**src/rtl/tartaruga_pkg.sv**
```systemverilog
// Shared types for the tartaruga memory stage: pipeline payloads, memory op
// encodings, FSM states and the alignment rule.
package tartaruga_pkg;
  localparam int XLEN = 32;

  typedef enum logic [1:0] {MEM_NONE = 2'd0, MEM_LOAD = 2'd1, MEM_STORE = 2'd2} mem_op_e;
  typedef enum logic [1:0] {SZ_B = 2'd0, SZ_H = 2'd1, SZ_W = 2'd2} mem_size_e;
  typedef enum logic [1:0] {ST_IDLE = 2'd0, ST_REQ = 2'd1, ST_RSP = 2'd2} mem_state_e;

  typedef struct packed {
    logic [XLEN-1:0] pc;
    logic [XLEN-1:0] alu_result;
    logic [XLEN-1:0] store_data;
    mem_op_e         mem_op;
    mem_size_e       mem_size;
    logic            mem_unsigned;
    logic [4:0]      addr_rd;
    logic            write_rd;
  } exe_to_mem_t;

  typedef struct packed {
    logic [XLEN-1:0] pc;
    logic [XLEN-1:0] rd_data;
    logic [4:0]      addr_rd;
    logic            write_rd;
    logic            misaligned;
  } mem_to_wb_t;

  // Halfwords need an even address, words a multiple of four; bytes never fault.
  function automatic logic is_misaligned(mem_size_e sz, logic [1:0] off);
    case (sz)
      SZ_H:    return off[0];
      SZ_W:    return off != 2'b00;
      default: return 1'b0;
    endcase
  endfunction
endpackage

```
**src/rtl/mem_stage_align.sv**
```systemverilog
// Combinational byte-lane logic: misalignment check, byte enables, store-data
// replication and load-data extraction with sign/zero extension.
module mem_stage_align
  import tartaruga_pkg::*;
(
  input  logic [1:0]  off_i,
  input  mem_size_e   size_i,
  input  logic        unsigned_i,
  input  logic [31:0] store_data_i,
  input  logic [31:0] rdata_i,
  output logic        misaligned_o,
  output logic [3:0]  be_o,
  output logic [31:0] wdata_o,
  output logic [31:0] load_data_o
);
  logic [31:0] shifted;

  always_comb begin
    misaligned_o = is_misaligned(size_i, off_i);
    shifted      = rdata_i >> {off_i, 3'b000};
    be_o         = 4'hF;
    wdata_o      = store_data_i;
    load_data_o  = shifted;
    case (size_i)
      SZ_B: begin
        be_o        = 4'b0001 << off_i;
        wdata_o     = {4{store_data_i[7:0]}};
        load_data_o = unsigned_i ? {24'h0, shifted[7:0]} : {{24{shifted[7]}}, shifted[7:0]};
      end
      SZ_H: begin
        be_o        = 4'b0011 << off_i;
        wdata_o     = {2{store_data_i[15:0]}};
        load_data_o = unsigned_i ? {16'h0, shifted[15:0]} : {{16{shifted[15]}}, shifted[15:0]};
      end
      default: ;
    endcase
  end
endmodule

```
**src/rtl/mem_stage.sv**
```systemverilog
// Memory-access stage: issues one load/store at a time to data memory and
// registers the writeback payload in a single output slot.
//
// Handshakes: a transfer happens on a rising edge where valid and ready are both
// high; once valid is raised the payload is held until that edge. The memory
// response has no ready and is a one-cycle pulse, only honoured in ST_RSP.
module mem_stage
  import tartaruga_pkg::*;
#(
  parameter int ADDR_WIDTH = 32,
  parameter int DATA_WIDTH = 32
) (
  input  logic                  clk_i,
  input  logic                  rst_i,
  input  logic                  valid_i,
  output logic                  ready_o,
  input  exe_to_mem_t           exe_to_mem_i,
  output logic                  valid_o,
  input  logic                  ready_i,
  output mem_to_wb_t            mem_to_wb_o,
  output logic                  dmem_req_valid_o,
  input  logic                  dmem_req_ready_i,
  output logic [ADDR_WIDTH-1:0] dmem_addr_o,
  output logic                  dmem_we_o,
  output logic [3:0]            dmem_be_o,
  output logic [DATA_WIDTH-1:0] dmem_wdata_o,
  input  logic                  dmem_rsp_valid_i,
  input  logic [DATA_WIDTH-1:0] dmem_rdata_i,
  output mem_state_e            state_o
);
  mem_state_e  state_q, state_d;
  exe_to_mem_t cmd_q, cmd_d;
  mem_to_wb_t  out_q, out_d;
  logic        out_valid_q, out_valid_d;

  exe_to_mem_t src;
  logic        accept, req_active, mis;
  logic [3:0]  be;
  logic [31:0] wdata, load_data;

  // In IDLE the incoming command is inspected; afterwards the latched one drives the lanes.
  assign src        = (state_q == ST_IDLE) ? exe_to_mem_i : cmd_q;
  assign ready_o    = (state_q == ST_IDLE) && (!out_valid_q || ready_i);
  assign accept     = valid_i && ready_o;
  assign req_active = (state_q == ST_REQ);

  mem_stage_align u_align (
    .off_i        (src.alu_result[1:0]),
    .size_i       (src.mem_size),
    .unsigned_i   (src.mem_unsigned),
    .store_data_i (src.store_data),
    .rdata_i      (dmem_rdata_i),
    .misaligned_o (mis),
    .be_o         (be),
    .wdata_o      (wdata),
    .load_data_o  (load_data)
  );

  assign dmem_req_valid_o = req_active;
  assign dmem_addr_o      = req_active ? {cmd_q.alu_result[ADDR_WIDTH-1:2], 2'b00} : '0;
  assign dmem_we_o        = req_active && (cmd_q.mem_op == MEM_STORE);
  assign dmem_be_o        = req_active ? be : 4'h0;
  assign dmem_wdata_o     = req_active ? wdata : '0;
  assign valid_o          = out_valid_q;
  assign mem_to_wb_o      = out_q;
  assign state_o          = state_q;

  always_comb begin
    state_d     = state_q;
    cmd_d       = cmd_q;
    out_d       = out_q;
    out_valid_d = out_valid_q;
    if (out_valid_q && ready_i) begin
      out_valid_d = 1'b0;
      out_d       = '0;
    end
    case (state_q)
      ST_IDLE: begin
        if (accept) begin
          out_d.pc         = exe_to_mem_i.pc;
          out_d.rd_data    = exe_to_mem_i.alu_result;
          out_d.addr_rd    = exe_to_mem_i.addr_rd;
          out_d.write_rd   = exe_to_mem_i.write_rd;
          out_d.misaligned = 1'b0;
          if (exe_to_mem_i.mem_op == MEM_LOAD || exe_to_mem_i.mem_op == MEM_STORE) begin
            if (mis) begin
              out_valid_d      = 1'b1;
              out_d.write_rd   = 1'b0;
              out_d.misaligned = 1'b1;
            end else begin
              out_d   = '0;
              cmd_d   = exe_to_mem_i;
              state_d = ST_REQ;
            end
          end else begin
            out_valid_d = 1'b1;
          end
        end
      end
      ST_REQ: begin
        if (dmem_req_ready_i) begin
          if (cmd_q.mem_op == MEM_STORE) begin
            out_valid_d      = 1'b1;
            out_d.pc         = cmd_q.pc;
            out_d.rd_data    = cmd_q.alu_result;
            out_d.addr_rd    = cmd_q.addr_rd;
            out_d.write_rd   = 1'b0;
            out_d.misaligned = 1'b0;
            state_d          = ST_IDLE;
          end else begin
            state_d = ST_RSP;
          end
        end
      end
      ST_RSP: begin
        if (dmem_rsp_valid_i) begin
          out_valid_d      = 1'b1;
          out_d.pc         = cmd_q.pc;
          out_d.rd_data    = load_data;
          out_d.addr_rd    = cmd_q.addr_rd;
          out_d.write_rd   = cmd_q.write_rd;
          out_d.misaligned = 1'b0;
          state_d          = ST_IDLE;
        end
      end
      default: state_d = ST_IDLE;
    endcase
  end

  always_ff @(posedge clk_i or posedge rst_i) begin
    if (rst_i) begin
      state_q     <= ST_IDLE;
      cmd_q       <= '0;
      out_q       <= '0;
      out_valid_q <= 1'b0;
    end else begin
      state_q     <= state_d;
      cmd_q       <= cmd_d;
      out_q       <= out_d;
      out_valid_q <= out_valid_d;
    end
  end
endmodule

```
**config.mk**
```make
export PLATFORM = sky130hd
export DESIGN_NAME = mem_stage
export DESIGN_NICKNAME = d
export VERILOG_FILES = /design/src/rtl/tartaruga_pkg.sv /design/src/rtl/mem_stage_align.sv /design/src/rtl/mem_stage.sv
export SDC_FILE = /design/constraint.sdc
export NUM_CORES = 1
export LEC_CHECK = 0
export BUFFER_PORTS_ARGS = -buffer_cell sky130_fd_sc_hd__buf_2
export CAP_MARGIN = 20
export CORE_ASPECT_RATIO = 1.25
export CORE_MARGIN = 3
export CORE_UTILIZATION = 54
export DETAILED_ROUTE_END_ITERATION = 16
export PLACE_DENSITY = 0.89
export SKIP_CTS_REPAIR_TIMING = 1
export SYNTH_ARGS = -nofsm -noshare
export SYNTH_HDL_FRONTEND = slang
export SYNTH_SLANG_ARGS = --single-unit
```
**constraint.sdc**
```tcl
create_clock -name clk_i -period 10.7 [get_ports clk_i]
set_input_delay 1.07 -clock clk_i [delete_from_list [all_inputs] [get_ports clk_i]]
set_output_delay 1.07 -clock clk_i [all_outputs]
set_load 0.03 [all_outputs]
```
==> results.toml, run 1 <==
[run_status]
status = "finished clean"

[floorplanning]
initial_core_util_pct = 56.0
die_height_um = 152
dieArea_um2 = 18700
row_count = 52
dieWidth_um = 123
io_pins = 290
core_area_um2 = 16500

[sta]
skew_ns = 0.0132
slew_violations = 0
period_minus_slack_ns = 4.50
max-slew-margin-rel_pct = 30.9
rsz0062_at_grt = "no"
worst_pin_slew_ns = 1.03
fmax_mhz = 222
setup_viol = 0
final_hold_viol_count = 0
setup_tns_ns = 0
fin_crit_sh_pct = 42.1

[run]
maxCapViolCount = 0

[routing]
avgViaCountPerCell = 6.01
drtPass1Iterations = 6
top_layer = "met5"
met2_length_um = 13600
ant_nets = 0
drt_iter0_drc = 876
route.detailed.drc = 0
wirelength_um = 28200
drt-met1-wl_um = 10500
num_vias = 8244
wire_per_inst_um = 20.6
routed-wl-met3_um = 2510

[worst_setup_path]
crit_start = "state_o[1]$_DFFE_PP0P_"
end_kind = "output pin"
rr_startpoint = "state_o[1]$_DFFE_PP0P_"
crit_top_cell = "o21ai_0"
crit_slowest_cell = "dfrtp_1"
cp.required_ns = 9.63
cp_max_fo = 21
crit_arrival_ns = 3.43
crit_buf_inv = 3
max_stage_delay_ns = 0.68
crit_chain = "nor2_2 -> buf_4 -> nand2_1 -> and2_1 -> ha_1 -> inv_1 -> o21ai_0 -> o21ai_0 -> a31oi_1 -> buf_2"
critPathKind = "register to output pin"
cp_top_family = "buffers and inverters"
crit_path_start_kind = "register"

[hold_path]
min-delay-start = "mem_to_wb_o[48]$_DFF_PP0_"
min_path_type = "register to register"

[synth]
syn_inst = 889
synth-seq-area-share_pct = 49.1
synth.avg_cell_area_um2 = 10.4
synth_warnings = 0
synth_edf_count = 0
synthArstFlopShare_pct = 100
syn-cell-area_um2 = 9230
synth.distinct_cells = 55
synth_top_flop_cell = "dfrtp_1"
ys_ff_latch = 181

[clock_tree]
clockBufferDepth = 2
clk_pin_slew_worst_paths_ns = 0.07
numCtsBuffers = 17
cts_root_buf = "clkbuf_16"
cts_tree = "built"
clk_latency_ns = 0.43
clock_sinks = 181
htreeDepth = 4

[layout]
fin_nets = 1287
area_delta_synth_final_pct = 22.9
drive_gt1_share_pct = 39.1
fill_cells = 1253
final_area_um2 = 11300

[grt]
grt_pass1_wl_um = 43900
grt_pass1_vias = 8198
grt_overflow = 0
grt_usage_pct = 29.9
antenna_found_initial = 7
grt_max_degree = 102

[power]
leakage_nw = 5.66
powerDensity_nw_per_um2 = 318
ir_drop_uv = 163
totalPowerFinal_mw = 3.61

[place]
dpl_cell_area_um2 = 10700
place.port_buffers = 287
dpl.hpwl_um = 19800
gp_congestion = 0.925
cells in the final DEF, fill, tap and decap left out, types with 11 or more instances in the layout:
| cell type | Yosys | layout |
|---|---|---|
| nand2_1 | 188 | 188 |
| a221o_1 | 23 | 23 |
| nand3_1 | 14 | 14 |
| o21ai_0 | 29 | 29 |
| a21oi_1 | 33 | 32 |
| mux2_1 | 18 | 18 |
| a22oi_1 | 45 | 45 |
| clkbuf_16 | 0 | 17 |
| buf_2 | 18 | 287 |
| and2_1 | 44 | 44 |
| mux2i_1 | 16 | 16 |
| dfrtp_1 | 181 | 181 |
| nor2_1 | 19 | 19 |
| mux2_2 | 102 | 102 |
| a22o_1 | 17 | 17 |
| buf_4 | 9 | 11 |
worst register-to-register path, cell delays in order (launching register included):
cell and delay, ns:
dfrtp_1 0.58, nor2_2 0.18, buf_4 0.28, nand2_1 0.23, and2_1 0.24, ha_1 0.37, a22oi_1 0.23, nor2_1 0.13
nor3_4 0.68, buf_4 0.68, mux2_2 0.48
registers in the layout (all words and copies together), names as in the netlist:
register     flops
cmd_q          107
mem_to_wb_o     71
state_o          2
valid_o          1
kinds of logic (layout without fill, tap and decap cells):
group                    after synthesis  in the layout  synth area share [%]
flip-flops                           181            181                  49.1
multiplexers                         136            136                  16.4
XOR/XNOR                               1              1                0.0950
buffers and inverters                 78            340                  4.03
other                                  1              5                0.0406
adder cells (fa/ha/maj)                3              3                 0.407
AND/OR/NAND/NOR                      294            294                  14.3
AO/OA/AOI/OAI                        195            195                  15.6
cells in the mapped netlist (3+ instances only):
| library cell | instances | area, µm² |
|---|---|---|
| o22a_1 | 3 | 26.3 |
| a21oi_1 | 33 | 165 |
| clkbuf_1 | 33 | 124 |
| or2_2 | 5 | 31.3 |
| o21ai_0 | 29 | 145 |
| nand3_1 | 14 | 70.1 |
| a2bb2oi_1 | 7 | 61.3 |
| and2_1 | 44 | 275 |
| nand2b_1 | 3 | 18.8 |
| a32o_1 | 7 | 70.1 |
| nand4_1 | 7 | 43.8 |
| buf_6 | 3 | 33.8 |
| a31oi_1 | 6 | 37.5 |
| dfrtp_1 | 181 | 4530 |
| a221o_1 | 23 | 230 |
| o211ai_1 | 5 | 37.5 |
| mux2i_1 | 16 | 160 |
| buf_4 | 9 | 67.6 |
| nor2_1 | 19 | 71.3 |
| mux2_2 | 102 | 1150 |
| ha_1 | 3 | 37.5 |
| mux2_1 | 18 | 203 |
| buf_2 | 18 | 90.1 |
| a22o_1 | 17 | 149 |
| a22oi_1 | 45 | 338 |
| a221oi_1 | 5 | 43.8 |
| buf_1 | 6 | 22.5 |
| inv_1 | 8 | 30.0 |
| nand2_1 | 188 | 706 |
routing by layer:
metal  vias to the layer above  GRT usage, %
li1                       3684             -
met1                      4003          36.7
met2                       438          47.6
met3                       111          7.91
met4                         8          16.3
met5                         -             0
area by class of cell:
type / instances / area (µm²) / share of cell area [%]
Sequential cell: 181 / 4530 / 39.9
Multi-Input combinational cell: 631 / 4340 / 38.3
Timing Repair Buffer: 299 / 1550 / 13.6
Clock buffer: 17 / 425 / 3.75
Tap cell: 216 / 270 / 2.38
Clock inverter: 15 / 178 / 1.57
Inverter: 9 / 38.8 / 0.342
Antenna cell: 3 / 7.51 / 0.0662
per-stage QoR:
stage	worst slack (ns)	utilization [%]	std cells	hold slack [ns]
after detailed placement	6.47	65.0	1335	0.484
after floorplan	4.71	-	890	0.472
after CTS	6.20	68.7	1367	0.505
final	6.20	68.9	1371	0.499
after global routing	5.91	68.9	1371	0.521
after global placement	6.52	65.0	1335	0.479
where the power goes:
part           leakage (nW)  internal [mW]  switching, mW
clock                 0.290          0.316          0.310
combinational          3.12          0.667           1.14
sequential             2.25          0.979          0.194
final timing paths:
| path | endpoint | slack (ns) | depth (start not counted) |
|---|---|---|---|
| max in group asynchronous | mem_to_wb_o[30]$_DFF_PP0_ | 8.66 | 4 |
| min in group asynchronous | mem_to_wb_o[57]$_DFF_PP0_ | 0.79 | 2 |
| hold / removal | mem_to_wb_o[48]$_DFF_PP0_ | 0.50 | 2 |
| setup reg to reg | cmd_q[35]$_DFFE_PP0P_ | 6.53 | 10 |
| setup / recovery | dmem_wdata_o[31] | 6.20 | 10 |
| hold reg to reg | mem_to_wb_o[48]$_DFF_PP0_ | 0.50 | 2 |
(Power assumes the default switching activity.)
==> run 2: changes to the inputs <==
Settings changed: CORE_UTILIZATION 54 to 52, PLACE_DENSITY 0.89 to 0.86.
Clock period 10.7 ns to 4.6 ns, I/O delays scaled along.
==> results.toml, run 2 (synthesized netlist as in run 1, its figures left out) <==
[routing]
route.detailed.drc = 0
wirelength_um = 28100
wire_per_inst_um = 20.5
ant_nets = 0
drtPass1Iterations = 6
num_vias = 8246
drt_iter0_drc = 795
avgViaCountPerCell = 6.01

[grt]
grt_pass1_vias = 8219
grt_overflow = 0
grt_usage_pct = 28.3
grt_max_degree = 182
grt_pass1_wl_um = 44000
antenna_found_initial = 4

[worst_setup_path]
end_kind = "output pin"
crit_top_cell = "o21ai_0"
crit_buf_inv = 3
max_stage_delay_ns = 0.64
crit_path_start_kind = "register"
crit_slowest_cell = "dfrtp_1"
critPathKind = "register to output pin"
crit_cells = 10
cp_max_fo = 27
r2r_slack_ns = 1.10
crit_start = "state_o[1]$_DFFE_PP0P_"
r2r-end = "cmd_q[36]$_DFFE_PP0P_"
cp_top_family = "buffers and inverters"
rr_startpoint = "state_o[1]$_DFFE_PP0P_"
rr_worst_depth = 12
crit_arrival_ns = 3.31
cp.required_ns = 4.14
crit_chain = "nor2_2 -> nand2_1 -> and2_1 -> buf_4 -> ha_1 -> inv_1 -> o21ai_0 -> o21ai_0 -> a31oi_1 -> buf_2"
cp-endpoint = "dmem_wdata_o[31]"

[layout]
area_delta_synth_final_pct = 23.4
largest_reg_flops = 107
ff_latch_area_um2 = 4530
regMostFlops = "cmd_q"
final_area_um2 = 11400
final_common_cell = "buf_2"
fin_nets = 1286
layout_common_cells = "buf_2 (287), nand2_1 (188), dfrtp_1 (181)"
drive_gt1_share_pct = 39.0
final_core_util_pct = 66.5
fin_cells = 1372
multi_input_area_um2 = 4340
fill_cells = 1313

[clock_tree]
clock_sinks = 181
cts_tree = "built"
numCtsBuffers = 17
clockBufferDepth = 2
cts_root_buf = "clkbuf_16"
clk_pin_slew_worst_paths_ns = 0.07
clk_latency_ns = 0.44
htreeDepth = 4

[sta]
skew_ns = 0.00965
final_hold_viol_count = 0
period_minus_slack_ns = 3.77
setup_tns_ns = 0
finalWorstSetupSlack_ns = 0.835
rsz0062_at_grt = "no"
setup_viol = 0
worst_pin_slew_ns = 1.10
fmax_mhz = 266
max-slew-margin-rel_pct = 27.0
slew_violations = 0
fin_crit_sh_pct = 81.8

[floorplanning]
dieArea_um2 = 19400
dieWidth_um = 125
core_area_um2 = 17100
row_count = 53
die_height_um = 155
initial_core_util_pct = 53.9
io_pins = 290

[power]
ir_drop_uv = 369
powerDensity_nw_per_um2 = 743
leakage_nw = 5.67

[place]
place.port_buffers = 287
gp_congestion = 0.890
pre_cts_slack_ns = 1.16
dpl.hpwl_um = 19600
dpl_cell_area_um2 = 10700
placed_cells = 1339

[run]
maxCapViolCount = 0

[run_status]
status = "finished clean"

[hold_path]
min_path_type = "primary input to asynchronous set/reset pin"
-- run 2: cell types whose count changed in the layout (fill, tap and decap cells not counted) --
cell / delta
inv_12: +1
buf_16: -1
inv_8: -4
buf_4: -3
buf_12: +3
diode_2: -2
clkinv_4: -1
bufinv_16: +1
clkinv_8: +2
clkinv_2: +1
-- run 2: final cells by class --
| type | count | share of cell area, % |
|---|---|---|
| sequential | 181 | 39.8 |
| multi-input combinational | 631 | 38.2 |
| timing repair buffer | 298 | 13.7 |
| clock buffer | 17 | 3.74 |
| tap | 220 | 2.42 |
| clock inverter | 15 | 1.84 |
| inverter | 9 | 0.330 |
| antenna | 1 | 0.0220 |
-- run 2: metal layers --
layer | part of all wire [%] | track usage, %
met5 | 0.13 | 0
met4 | 4.0 | 12.0
met3 | 8.8 | 7.62
met2 | 49 | 46.6
met1 | 38 | 35.6
-- run 2: metrics by stage --
stage                     power, mW  hold WS, ns
after floorplan                5.76        0.472
after global routing           8.94        0.209
after detailed placement       6.93        0.481
after global placement         6.80        0.481
after CTS                      8.46        0.202
final                          8.46        0.190
-- run 2: worst min path at each step --
stage                                end  depth (start not counted)  slack (ns)
2_1_floorplan  mem_to_wb_o[21]$_DFF_PP0_                          2        0.47
3_3_place_gp   mem_to_wb_o[61]$_DFF_PP0_                          2        0.48
3_5_place_dp   mem_to_wb_o[52]$_DFF_PP0_                          2        0.48
4_1_cts        mem_to_wb_o[55]$_DFF_PP0_                          3        0.20
5_1_grt        mem_to_wb_o[55]$_DFF_PP0_                          3        0.21
6_report           cmd_q[33]$_DFFE_PP0P_                          3        0.19
-- run 2: worst min-delay path, cell delays in order --
cell and delay [ns]:
buf_2 0.11, clkinvlp_4 0.07, buf_12 0.53
-- run 2: where the power goes --
part | switching, mW | internal (mW)
clock | 0.727 | 0.792
combinational | 2.64 | 1.57
sequential | 0.448 | 2.28
total | 3.82 | 4.64
